`config.mk`:
```
export PLATFORM = sky130hd
export DESIGN_NAME = bus_handshake_tx
export DESIGN_NICKNAME = d
export VERILOG_FILES = /design/src/rtl/bus_handshake_tx.sv
export SDC_FILE = /design/constraint.sdc
export NUM_CORES = 1
export LEC_CHECK = 0
export CAP_MARGIN = 20
export CORE_MARGIN = 2
export CORE_UTILIZATION = 55
export CTS_CLUSTER_SIZE = 20
export DETAILED_ROUTE_END_ITERATION = 10
export PLACE_DENSITY_LB_ADDON = 0.25
export REMOVE_ABC_BUFFERS = 1
export SYNTH_ARGS = -nofsm -noshare
export SYNTH_HDL_FRONTEND = slang
export SYNTH_SLANG_ARGS = --single-unit
export TNS_END_PERCENT = 1
```
`constraint.sdc`:
```
create_clock -name clkSrc -period 3.8 [get_ports clkSrc]
set_input_delay 1.14 -clock clkSrc [delete_from_list [all_inputs] [get_ports clkSrc]]
set_output_delay 1.14 -clock clkSrc [all_outputs]
set_load 0.005 [all_outputs]
```
`src/rtl/bus_handshake_tx.sv`:
```
// Source-side toggle req/ack sender behind a DEPTH-word FIFO. A push into an idle block loads data_out one edge later and toggles req on the edge after that.
// Backpressure: registered in_ready drops when DEPTH words are queued; BUS_HANDSHAKE_TX_STATS_EN adds the sent_count and drop_count counters.
module bus_handshake_tx #(
  parameter int WIDTH = 32,
  parameter int DEPTH = 4
) (
  input  logic             clkSrc,
  input  logic             rstn,
  input  logic [WIDTH-1:0] in_data,
  input  logic             in_valid,
  output logic             in_ready,
  output logic [WIDTH-1:0] data_out,
  output logic             req,
  input  logic             ack,
  output logic             busy
`ifdef BUS_HANDSHAKE_TX_STATS_EN
  ,
  output logic [15:0]      sent_count,
  output logic [15:0]      drop_count
`endif
);

  localparam int AW = $clog2(DEPTH);
  localparam int CW = AW + 1;
  localparam logic [CW-1:0] DEPTH_C = CW'(DEPTH);

  typedef enum logic [1:0] {IDLE, SETUP, WAIT_ACK} state_t;

  state_t           state, state_next;
  logic [WIDTH-1:0] mem [DEPTH];
  logic [AW-1:0]    wr_ptr, rd_ptr;
  logic [CW-1:0]    count, count_next;
  logic             ack_s1, ack_s2;
  logic             push, pop;
  logic             req_next;
  logic [WIDTH-1:0] data_next;

  assign push = in_valid & in_ready;

  always_comb begin
    state_next = state;
    pop        = 1'b0;
    req_next   = req;
    data_next  = data_out;
    case (state)
      IDLE: begin
        if (count != '0) begin
          pop        = 1'b1;
          data_next  = mem[rd_ptr];
          state_next = SETUP;
        end
      end
      // data_out has been stable for a full cycle before req flips here
      SETUP: begin
        req_next   = ~req;
        state_next = WAIT_ACK;
      end
      WAIT_ACK: begin
        if (ack_s2 == req) state_next = IDLE;
      end
      default: state_next = IDLE;
    endcase
  end

  always_comb begin
    count_next = count;
    case ({push, pop})
      2'b10:   count_next = count + 1'b1;
      2'b01:   count_next = count - 1'b1;
      default: count_next = count;
    endcase
  end

  always_ff @(posedge clkSrc or negedge rstn) begin
    if (!rstn) begin
      state    <= IDLE;
      count    <= '0;
      wr_ptr   <= '0;
      rd_ptr   <= '0;
      req      <= 1'b0;
      data_out <= '0;
      in_ready <= 1'b1;
      busy     <= 1'b0;
      ack_s1   <= 1'b0;
      ack_s2   <= 1'b0;
    end else begin
      state    <= state_next;
      count    <= count_next;
      req      <= req_next;
      data_out <= data_next;
      ack_s1   <= ack;
      ack_s2   <= ack_s1;
      // Both flags come from next-state values, so a pop never glitches them
      in_ready <= (count_next < DEPTH_C);
      busy     <= (state_next != IDLE) || (count_next != '0);
      if (push) wr_ptr <= wr_ptr + 1'b1;
      if (pop)  rd_ptr <= rd_ptr + 1'b1;
    end
  end

  always_ff @(posedge clkSrc) begin
    if (push) mem[wr_ptr] <= in_data;
  end

`ifdef BUS_HANDSHAKE_TX_STATS_EN
  always_ff @(posedge clkSrc or negedge rstn) begin
    if (!rstn) begin
      sent_count <= '0;
      drop_count <= '0;
    end else begin
      if (state == WAIT_ACK && state_next == IDLE && sent_count != 16'hFFFF)
        sent_count <= sent_count + 1'b1;
      if (in_valid && !in_ready && drop_count != 16'hFFFF)
        drop_count <= drop_count + 1'b1;
    end
  end
`endif

endmodule

```
# [After elaboration in Yosys (flattened, before gate mapping)]
# Memory sizes are Yosys's and may differ from the RTL's. A register that Yosys moved wholly into a read port is not among the register bits.
# Index checks and enable logic that the tools add are counted.
# W data, S select, Z words.
[word_totals] elab_cells=37 mem_count=1 mem_bits_rw=128 regBits=14 out_inout_bits=35
[op_classes] muxes=8 add_sub_neg=4 bitwise=2 magnitude_cmp=1 eq_ne=5 n_reduce_logical=7
[mem_list] name="mem" words=4 width=32 read_ports=1 rd_ports_with_merged_regs=1 wr=1 line="30" text="logic [WIDTH-1:0] mem [DEPTH];"
[op_table] op="$pmux W2 S3" n=1
[op_table] op="$pmux W3 S2" n=1
[op_table] op="$reduce_bool A3 Y1" n=2
[op_table] op="$add A2 B1 Y2 const B" n=2
[op_table] op="$eq A2 B1 Y1 const B" n=2
[op_table] op="$eq A2 B2 Y1 const B" n=2
[op_table] op="$mux W1" n=4
[op_table] op="$mux W2" n=2
[op_table] op="$add A3 B1 Y3 const B" n=1
[op_table] op="$lt A3 B3 Y1 const B" n=1
[op_table] op="$sub A3 B1 Y3 const B" n=1
[op_table] op="$logic_not A2 Y1" n=1
[op_table] op="$reduce_and A2 Y1" n=1
[op_table] op="$reduce_bool A2 Y1" n=1
[op_table] op="$and A1 B1 Y1" n=1
[op_table] op="$eq A1 B1 Y1" n=1
[op_table] op="$logic_not A1 Y1" n=1
[op_table] op="$logic_or A1 B1 Y1" n=1
[op_table] op="$not A1 Y1" n=1

# [Logic depth before layout (Yosys ltp)]
[logic_depth] word_depth=7 depth_mapped=12 mapped_depth_nobuf=10

# [Worst setup path after synthesis]
# Ideal clock, no wire load.
[synth_path] path_type="input-to-reg" startpoint="input port in_valid" endpoint="register busy" n_path_buf=0 arrival_ns=2.336 slack_ns=1.331 stages=8 required_time_ns=3.667 setup_time_ns=0.133 path_cell_list="nand2_1 -> ha_1 -> inv_1 -> fa_1 -> xor2_1 -> nor2_1 -> xnor2_1 -> nand3_1"
[synth_via] elab_chain_cells=5
[synth_lines] element="start, declared" line="10" text="input logic in_valid,"
[synth_lines] element="$and A1 B1 Y1 *" line="38" text="assign push = in_valid & in_ready;"
[synth_lines] element="$eq A2 B1 Y1 or $eq A2 B2 Y1 (tied branches)" line="67" text="case ({push, pop})"
[synth_lines] element="$pmux W3 S2 *" line="67"
[synth_lines] element="$reduce_bool A3 Y1 *" line="95" text="busy <= (state_next != IDLE) || (count_next != '0);"
[synth_lines] element="$logic_or A1 B1 Y1 *" line="95"
[synth_lines] element="end signal, assigned" line="95"
[synth_lines] element="end, declared" line="15" text="output logic busy"
# Mark *: on every way between the ends. The rest lies on a longest branch, timed or not.
# A chain may end at the register's enable or synchronous reset.

# [Worst setup path after layout]
# Same ends and word-level chain as after synthesis.

==> impl_metrics.toml <==
[synthesis]
netlist_area_mm2 = 0.00654
avgSynthCellArea_um2 = 18.4
seq_area_frac_synth_pct = 76.4
async_flop_share_pct = 26.4
synthCells = 355
synth_edf_count = 128
yosys.area.top_type = "edfxtp_1"
ys_warn_count = 0
yosys.area.top_type_share_pct = 58.8
ys_seq_elements = 174
synth.area.top_cells = "edfxtp_1 59%, dfrtp_1 17%, mux4_2 9.6%"
synth_cell_type_count = 27
ys_dominant_reg_cell = "edfxtp_1"

[final_layout]
utilization_pct = 68.7
final_common_cell = "edfxtp_1"
area_growth_syn_to_layout_pct = 21.1
multi_input_area_mm2 = 0.00135
regArea_mm2 = 0.00500
nNetsFinal = 476
final_layout_size_suffix_gt1_share_pct = 16.6
final_cell_mix = "128 x edfxtp_1, 98 x nand2_1, 69 x clkdlybuf4s50_1"
fillers = 764
n_antenna_cell = 0

[setup_path]
crit_slowest_cell = "clkdlybuf4s50_1"
required_ps = 4080
critPathMaxStageDelay_ps = 480
worstPathMaxFanout = 5
cp-end-kind = "flop"
cp.arrival_ps = 2990
path_cells = "clkdlybuf4s50_1, nand2_1, ha_1, inv_1, fa_1, xor2_1, nor2_1, xnor2_1, nand3_1"
crit_type = "primary input to flop"
crit_path_start_kind = "primary input"

[hold_path]
worstHoldPathType = "flop to flop"

[global_routing]
grt_use_total_pct = 19.4
overflow = 0
grt_start_max_net_pins = 36
grt_pass1_wl_mm = 18.0
grt_pass1_vias = 3346
grt_antenna_before_repair = 0

[timing]
hold-worst-slack_ps = 364
slew_headroom_pct = 42.7
rsz0062_at_grt = "false"
period_minus_slack_ps = 2700
fmax_ghz = 0.370
final.setup.tns_ps = 0
finalCritPeriodShare_pct = 71.1
finalClockSkew_ps = 4.09
finalSetupViolations = 0
hold_viol_final = 0
drv_slew = 0
worst_pin_slew_ps = 859

[die]
die_h_um = 113
die_area_mm2 = 0.0128
io_pins = 71
start_util_pct = 56.8
num_rows = 39
core_mm2 = 0.0115
fp.dieW_um = 113

[placement]
place_congestion = 0.676
numPortBuffers = 70
hpwlAfterDp_mm = 6.85

[status]
failed_checks = "design-rule violations"
status = "finished, violations left"

[cts]
ctsHoldBuffers = 0
cts_setup_buffers = 0
htreeDepth = 4
cts.repair.resized = 0
clock_sinks = 174
cts_buffers = 17
clockBufferDepth = 2
clk_latency_ps = 420
cts_root_buffer = "clkbuf_16"
cts_tree = "built"
cts.clk_slew.worst_paths_ps = 60

[route]
postRouteAntennaNets = 0
initialDrtViolationCount = 179
vias_per_cell = 5.42
wire_per_inst_um = 19.1
drcViolationCount = 5
drt-total-wl_mm = 11.3
vias = 3196
dr.pass1.iters = 7

[flow_run]
maxCapViolCount = 0

[power]
vdd.ir_drop.worst_mv = 0.446
p_leak_nw = 2.94
p_per_area_mw_per_mm2 = 804
## layout make-up
type                    count  area share [%]
multi-input cells         158            17.1
inverters                   8           0.537
clock inverters            14            2.15
clock buffers              18            5.42
repair buffers             75            9.42
flip-flops and latches    174            63.1
well taps                 143            2.26
## registers in the layout, summed over array words and instances (netlist names)
signal	count
mem	128
data_out	32
count	3
rd_ptr	2
state	2
wr_ptr	2
ack_s1	1
ack_s2	1
busy	1
in_ready	1
req	1
## worst paths after layout
path	start	endpoint	slack, ps	cells past startpoint
max reg2reg	count[0]$_DFF_PN0_	busy$_DFF_PN0_	1340	10
min in group asynchronous	rstn	busy$_DFF_PN0_	740	1
max	in_valid	busy$_DFF_PN0_	1100	9
min reg2reg	ack_s1$_DFF_PN0_	ack_s2$_DFF_PN0_	360	0
max in group asynchronous	rstn	data_out[1]$_DFFE_PN0P_	2330	2
min	ack_s1$_DFF_PN0_	ack_s2$_DFF_PN0_	360	0
## where the power goes
| part | internal [mW] | leakage (nW) | switching, mW |
|---|---|---|---|
| Clock | 1.03 | 0.273 | 0.690 |
| Sequential | 2.52 | 1.71 | 0.290 |
| Combinational | 0.960 | 0.954 | 0.875 |
## stage by stage
stage | worst slack [ps] | instances | instance area, um2 | power [mW]
after floorplan | 1050 | 340 | 6380 | 3.87
after global placement | 724 | 557 | 7300 | 4.60
after detailed placement | 656 | 558 | 7320 | 4.72
after CTS | 1100 | 590 | 7920 | 6.45
after global routing | 961 | 590 | 7920 | 6.73
final | 1100 | 590 | 7920 | 6.36
## critical path: cells and delay by family
kind                     cells  cell delay, ps
buffers and inverters        2             540
XOR/XNOR                     2             380
adder cells (fa/ha/maj)      2             570
AND/OR/NAND/NOR              3             340
## cell usage after synthesis, types with 2 or more instances
| master | count |
|---|---|
| buf_6 | 5 |
| edfxtp_1 | 128 |
| nand2b_1 | 2 |
| nor3_1 | 2 |
| buf_2 | 5 |
| buf_12 | 3 |
| ha_1 | 5 |
| nand2_1 | 98 |
| inv_1 | 6 |
| and3_1 | 4 |
| mux4_2 | 28 |
| mux4_1 | 4 |
| dfrtp_1 | 45 |
| xnor2_1 | 7 |
## kinds of logic after synthesis
group                      count (synthesis)  share of synthesized area [%]
AOI/OAI and AO/OA                          1                         0.0765
xor gates and xnor gates                   8                           1.07
adders and majority gates                  6                           1.26
buffers and inverters                     23                           2.99
DFF                                      174                           76.4
muxes                                     34                           11.6
and+or+nand+nor                          109                           6.58
## per-layer routing
metal / GRT usage, % / share of wire (%) / wire, um
met1: 24.4 / 42 / 4720
met2: 31.9 / 51 / 5790
met3: 5.52 / 4.9 / 555
met4: 8.37 / 1.8 / 198
met5: 0 / 0 / 0
(Power assumes the default switching activity.)
